### config.mk
export PLATFORM = sky130hd
export DESIGN_NAME = mem_port_arbiter
export DESIGN_NICKNAME = d
export VERILOG_FILES = /design/src/rtl/mem_arb_pkg.sv /design/src/rtl/arb_pick.sv /design/src/rtl/mem_port_arbiter.sv
export SDC_FILE = /design/constraint.sdc
export NUM_CORES = 1
export LEC_CHECK = 0
export ABC_AREA = 0
export CELL_PAD_IN_SITES_DETAIL_PLACEMENT = 0
export CELL_PAD_IN_SITES_GLOBAL_PLACEMENT = 1
export CORE_MARGIN = 5
export CORE_UTILIZATION = 38
export CTS_CLUSTER_DIAMETER = 50
export DETAILED_ROUTE_END_ITERATION = 8
export DONT_BUFFER_PORTS = 1
export GPL_TIMING_DRIVEN = 0
export PLACE_DENSITY_LB_ADDON = 0.1
export SYNTH_ARGS = -nofsm -noshare
export SYNTH_HDL_FRONTEND = slang
export SYNTH_SLANG_ARGS = --single-unit
### constraint.sdc
create_clock -name clk -period 3.35 [get_ports clk]
set_clock_uncertainty 0.05 [all_clocks]
set_input_delay 0.67 -clock clk [delete_from_list [all_inputs] [get_ports clk]]
set_output_delay 0.67 -clock clk [all_outputs]
set_load 0.03 [all_outputs]
### src/rtl/mem_arb_pkg.sv
`default_nettype none
// ============================================================================
// Module   : mem_arb_pkg
// Brief    : Shared types and big-endian lane helpers for the memory arbiter.
// Revision : 1.0
// ============================================================================
package mem_arb_pkg;

    localparam int WORD_W = 32;
    localparam int LANES  = 4;

    typedef enum logic [0:0] {
        IDLE = 1'b0,
        READ = 1'b1
    } state_t;

    typedef enum logic [0:0] {
        OWN_IF = 1'b0,
        OWN_D  = 1'b1
    } owner_t;

    typedef logic [7:0] lanes_t [LANES];

    // Lane 0 carries the most significant byte in both directions.
    function automatic void pack_lanes(input logic [WORD_W-1:0] word, output lanes_t lanes);
        for (int i = 0; i < LANES; i++) begin
            lanes[i] = word[WORD_W-1-8*i -: 8];
        end
    endfunction

    function automatic void unpack_lanes(input lanes_t lanes, output logic [WORD_W-1:0] word);
        word = '0;
        for (int i = 0; i < LANES; i++) begin
            word[WORD_W-1-8*i -: 8] = lanes[i];
        end
    endfunction

endpackage
`default_nettype wire

### src/rtl/arb_pick.sv
`default_nettype none
// ============================================================================
// Module   : arb_pick
// Brief    : Two-requester selector, data first unless fetch is being starved.
// Revision : 1.0
// ============================================================================
module arb_pick (
    input  logic if_req,
    input  logic d_req,
    input  logic streak_full,
    input  logic enable,
    output logic grant_if,
    output logic grant_d
);

    assign grant_d  = enable & d_req  & ~(if_req & streak_full);
    assign grant_if = enable & if_req & ~(d_req & ~streak_full);

endmodule
`default_nettype wire

### src/rtl/mem_port_arbiter.sv
`default_nettype none
// ============================================================================
// Module   : mem_port_arbiter
// Brief    : Shares the single-port byte-lane memory between fetch and load/store.
// Revision : 1.0
// ============================================================================
module mem_port_arbiter
    import mem_arb_pkg::*;
#(
    parameter int MEM_LATENCY  = 2,
    parameter int STARVE_LIMIT = 3
) (
    input  logic              clk,
    input  logic              rst_b,
    input  logic              halted,
    input  logic              if_req,
    input  logic [WORD_W-1:0] if_addr,
    output logic              if_gnt,
    output logic              if_rvalid,
    output logic [WORD_W-1:0] if_rdata,
    input  logic              d_req,
    input  logic              d_we,
    input  logic [WORD_W-1:0] d_addr,
    input  logic [WORD_W-1:0] d_wdata,
    output logic              d_gnt,
    output logic              d_rvalid,
    output logic [WORD_W-1:0] d_rdata,
    output logic [WORD_W-1:0] mem_addr,
    output logic [7:0]        mem_data_in  [0:LANES-1],
    output logic              mem_write_en,
    input  logic [7:0]        mem_data_out [0:LANES-1]
);

    localparam logic [3:0] c_cnt_init   = 4'(MEM_LATENCY - 1);
    localparam logic [3:0] c_streak_max = 4'(STARVE_LIMIT);

    state_t            state_q,     state_d;
    logic [3:0]        cnt_q,       cnt_d;
    logic [3:0]        streak_q,    streak_d;
    owner_t            owner_q,     owner_d;
    logic [WORD_W-1:0] addr_q,      addr_d;
    logic [WORD_W-1:0] if_rdata_q,  if_rdata_d;
    logic [WORD_W-1:0] d_rdata_q,   d_rdata_d;
    logic              if_rvalid_q, if_rvalid_d;
    logic              d_rvalid_q,  d_rvalid_d;

    logic              w_enable;
    logic              w_streak_full;
    logic              w_grant_if;
    logic              w_grant_d;
    logic [WORD_W-1:0] w_rword;
    lanes_t            w_wlanes;

    // Grants are combinational, so they are also masked while reset is held.
    assign w_enable      = (state_q == IDLE) && !halted && rst_b;
    assign w_streak_full = (streak_q >= c_streak_max);

    arb_pick u_arb_pick (
        .if_req      (if_req),
        .d_req       (d_req),
        .streak_full (w_streak_full),
        .enable      (w_enable),
        .grant_if    (w_grant_if),
        .grant_d     (w_grant_d)
    );

    always_comb begin
        unpack_lanes(mem_data_out, w_rword);
    end

    always_comb begin
        pack_lanes(d_wdata, w_wlanes);
    end

    always_ff @(posedge clk or negedge rst_b) begin
        if (!rst_b) begin
            state_q     <= IDLE;
            cnt_q       <= 4'd0;
            streak_q    <= 4'd0;
            owner_q     <= OWN_IF;
            addr_q      <= '0;
            if_rdata_q  <= '0;
            d_rdata_q   <= '0;
            if_rvalid_q <= 1'b0;
            d_rvalid_q  <= 1'b0;
        end else begin
            state_q     <= state_d;
            cnt_q       <= cnt_d;
            streak_q    <= streak_d;
            owner_q     <= owner_d;
            addr_q      <= addr_d;
            if_rdata_q  <= if_rdata_d;
            d_rdata_q   <= d_rdata_d;
            if_rvalid_q <= if_rvalid_d;
            d_rvalid_q  <= d_rvalid_d;
        end
    end

    always_comb begin
        state_d     = state_q;
        cnt_d       = cnt_q;
        owner_d     = owner_q;
        addr_d      = addr_q;
        if_rdata_d  = if_rdata_q;
        d_rdata_d   = d_rdata_q;
        if_rvalid_d = 1'b0;
        d_rvalid_d  = 1'b0;
        case (state_q)
            IDLE: begin
                if (w_grant_d) begin
                    addr_d  = d_addr;
                    owner_d = OWN_D;
                    if (!d_we) begin
                        state_d = READ;
                        cnt_d   = c_cnt_init;
                    end
                end else if (w_grant_if) begin
                    addr_d  = if_addr;
                    owner_d = OWN_IF;
                    state_d = READ;
                    cnt_d   = c_cnt_init;
                end
            end
            READ: begin
                if (cnt_q == 4'd0) begin
                    state_d = IDLE;
                    if (owner_q == OWN_IF) begin
                        if_rdata_d  = w_rword;
                        if_rvalid_d = 1'b1;
                    end else begin
                        d_rdata_d  = w_rword;
                        d_rvalid_d = 1'b1;
                    end
                end else begin
                    cnt_d = cnt_q - 4'd1;
                end
            end
            default: state_d = IDLE;
        endcase
    end

    // Streak counts data wins while fetch is waiting; it holds during READ.
    always_comb begin
        streak_d = streak_q;
        if (w_grant_if || !if_req) begin
            streak_d = 4'd0;
        end else if (w_grant_d && (streak_q < c_streak_max)) begin
            streak_d = streak_q + 4'd1;
        end
    end

    always_comb begin
        mem_addr = addr_q;
        if (w_grant_d) begin
            mem_addr = d_addr;
        end else if (w_grant_if) begin
            mem_addr = if_addr;
        end
        mem_write_en = w_grant_d & d_we;
        for (int i = 0; i < LANES; i++) begin
            mem_data_in[i] = ((state_q == IDLE) && rst_b) ? w_wlanes[i] : 8'h00;
        end
    end

    assign if_gnt    = w_grant_if;
    assign d_gnt     = w_grant_d;
    assign if_rvalid = if_rvalid_q;
    assign d_rvalid  = d_rvalid_q;
    assign if_rdata  = if_rdata_q;
    assign d_rdata   = d_rdata_q;

endmodule
`default_nettype wire

==> out/qor.csv <==
metric;value;unit
cts_setup_buffers;0;
viasPerCell;5.623;
cts.clk_slew.worst_paths;0.07;ns
fmax;316.9;MHz
ys_seq_elements;108;
cts_max_level;3;
cts_root_buffer;clkbuf_16;
drc;0;
worst-path-buf-inv;2;
fin_crit_sh;94.19;%
gp_congestion;0.7356;
final_util;43.01;%
first_pass_iters;4;
maxCapViolCount;0;
num_antenna_cells;0;
yosys.area.top_type_share;55.02;%
cpMostUsedCell;buf_2;
cts_buffers;9;
power_per_cell_area;1094;nW/um2
die_area;15300;um2
gr-total-overflow;0;
areaGrowthSynthToFinish;10.95;%
p_leak;0.002401;uW
multiInputGateArea;2053;um2
clockPowerShare;17.1;%
synth_cells;378;
final_common_cell;dfrtp_1;
grt_max_degree;109;
dp_hpwl;9631;um
cp_top_family;simple AND/OR/NAND/NOR gates;
avgSynthCellArea;13.00;um2
grt_pass1_wl;18990;um
required;2.63;ns
grt_pass1_vias;3382;
syn_nets;514;
drt_iter0_drc;120;
yosysTopAreaCell;dfrtp_1;
critPathCaptureType;output pin;
io_pins;267;
hold_viol;0;
status;completed;
r2r_setup_slack;1.08;ns
nets;526;
cp_slowest_stage_delay;0.49;ns
setup_viol;0;
synth_cell_type_count;31;
worstMarginPinSlew;0.6965;ns
clock-sinks;108;
crit_path_cell_trace;ha_1 -> nor4b_2 -> nor3b_1 -> buf_2 -> buf_2 -> a221o_1;
path_max_fanout;10;
grt_use_total;16.31;%
cts.path.max_buffers;2;
switchingPower;2741;uW
min_period;3.155;ns
max-vdd-ir-drop;0.3664;mV
drive_above_1_share;28.86;%
synth.area.top_cells;dfrtp_1 55%, mux2_2 15%, a221o_1 12%, and2_1 4.3%, nor2b_1 3.9%;
vias;3188;
ff_latch_area;2703;um2
seq_area_frac_synth;55.02;%
place_area;5127;um2
cts_tree;built;
die_y;123.7;um
worstSetupPathType;register to output pin;
pwr-share-seq;51.2;%
yosysWarningCount;0;
fp.dieW;123.7;um
ant_nets;0;
layout_common_cells;108 x dfrtp_1, 64 x mux2_2, 60 x a221o_1;
setup_tns;0;ns
routedWlPerCell;22.48;um
relSlewSlack;53.18;%
internal-power;3219;uW
critPathLaunchType;register;
switching_share;45.99;%
slew_viol_final;0;
min_path_type;input port to async pin;
rsz0062_at_grt;no;
power;5960;uW
clock_latency;0.35;ns
fillers;1238;
holdWs;0.2110;ns
synth_area;4912;um2
portBuffers;0;
fin_area;5450;um2
rows;41;
coreArea;12670;um2
slowest_stage;a221o_1;
arrival;2.44;ns
antenna_found_initial;0;
start_util;38.77;%
drt-total-wl;12740;um
combPwrFrac;31.7;%
[what timing repair did]
action / in CTS / in global routing
gates cloned: 0 / 0
setup endpoints to repair: 2 / 11
hold buffers: 1 / 0
hold endpoints to repair: 108 / 0
gates resized for setup: 2 / 3
[per-stage QoR]
step | setup slack [ns] | std cells
after floorplan | 0.4987 | 378
after global placement | 0.1043 | 550
after detailed placement | 0.1111 | 550
after CTS | 0.01968 | 567
after global routing | 0.03328 | 567
final | 0.1946 | 567
[power groups by stage]
| stage | combinational, uW | clock [uW] | sequential, uW |
|---|---|---|---|
| global placement | 1850 | 0 | 3080 |
| CTS | 1910 | 1060 | 3070 |
| finish | 1890 | 1020 | 3050 |
| detailed placement | 1870 | 0 | 3090 |
| floorplan | 1650 | 0 | 2950 |
| global route | 2060 | 1100 | 3130 |
[state kept, by name (all words and copies together) (netlist names)]
signal	cells
addr_q	32
cnt_q	4
d_rdata	32
d_rvalid	1
if_rdata	32
if_rvalid	1
owner_q	1
state_q	1
streak_q	4
[layer usage]
layer  routed length (um)  track usage [%]
met4                  218            6.713
met2                 6070            25.52
met5                    0                0
met1                 4751            19.64
met3                 1704            7.175
[final timing paths]
kind | cells past startpoint | to | start
worst max-delay path | 6 | mem_addr[24] | streak_q[0]
worst min-delay path | 1 | d_rdata[9] | rst_b
worst max register to register | 6 | if_rdata[17] | cnt_q[0]
worst min register to register | 1 | cnt_q[1] | cnt_q[1]
max in group asynchronous | 1 | addr_q[19] | rst_b
min in group clk | 1 | streak_q[1] | if_req
[synth_stat cells]
library cell,instances
and3_1,2
o21ai_0,5
or3b_1,1
buf_4,2
ha_1,2
a22o_1,1
a21boi_0,1
nor2_2,1
o32ai_1,1
mux2i_1,4
nor3b_1,2
o21bai_1,1
a31o_2,2
a21oi_1,2
nor2b_1,31
clkbuf_1,3
nor4b_2,1
nor3_1,1
nand2b_1,1
o31a_1,1
a221o_1,60
buf_2,22
nor4_2,1
nor2_1,5
mux2_2,64
nor3_4,1
dfrtp_1,108
nand4_1,1
and2_1,34
inv_1,8
nand2_1,9
[logic make-up after synthesis]
kind of cell,count (synthesis),share of synthesized area [%]
DFF,108,55.02
muxes,68,15.49
and+or+nand+nor,91,11.46
AOI/OAI and AO/OA,74,14.14
buffers and inverters,35,3.388
adders and majority gates,2,0.5093
[cell type report]
type,instances,area share [%]
Timing Repair Buffer,1,0.5051
Multi-Input combinational cell,235,37.67
Clock inverter,6,0.8494
Sequential cell,108,49.59
Clock buffer,10,4.385
Inverter,8,0.5510
Tap cell,172,3.949
Buffer,27,2.502
No activity file was read; power rests on OpenSTA's default activity.
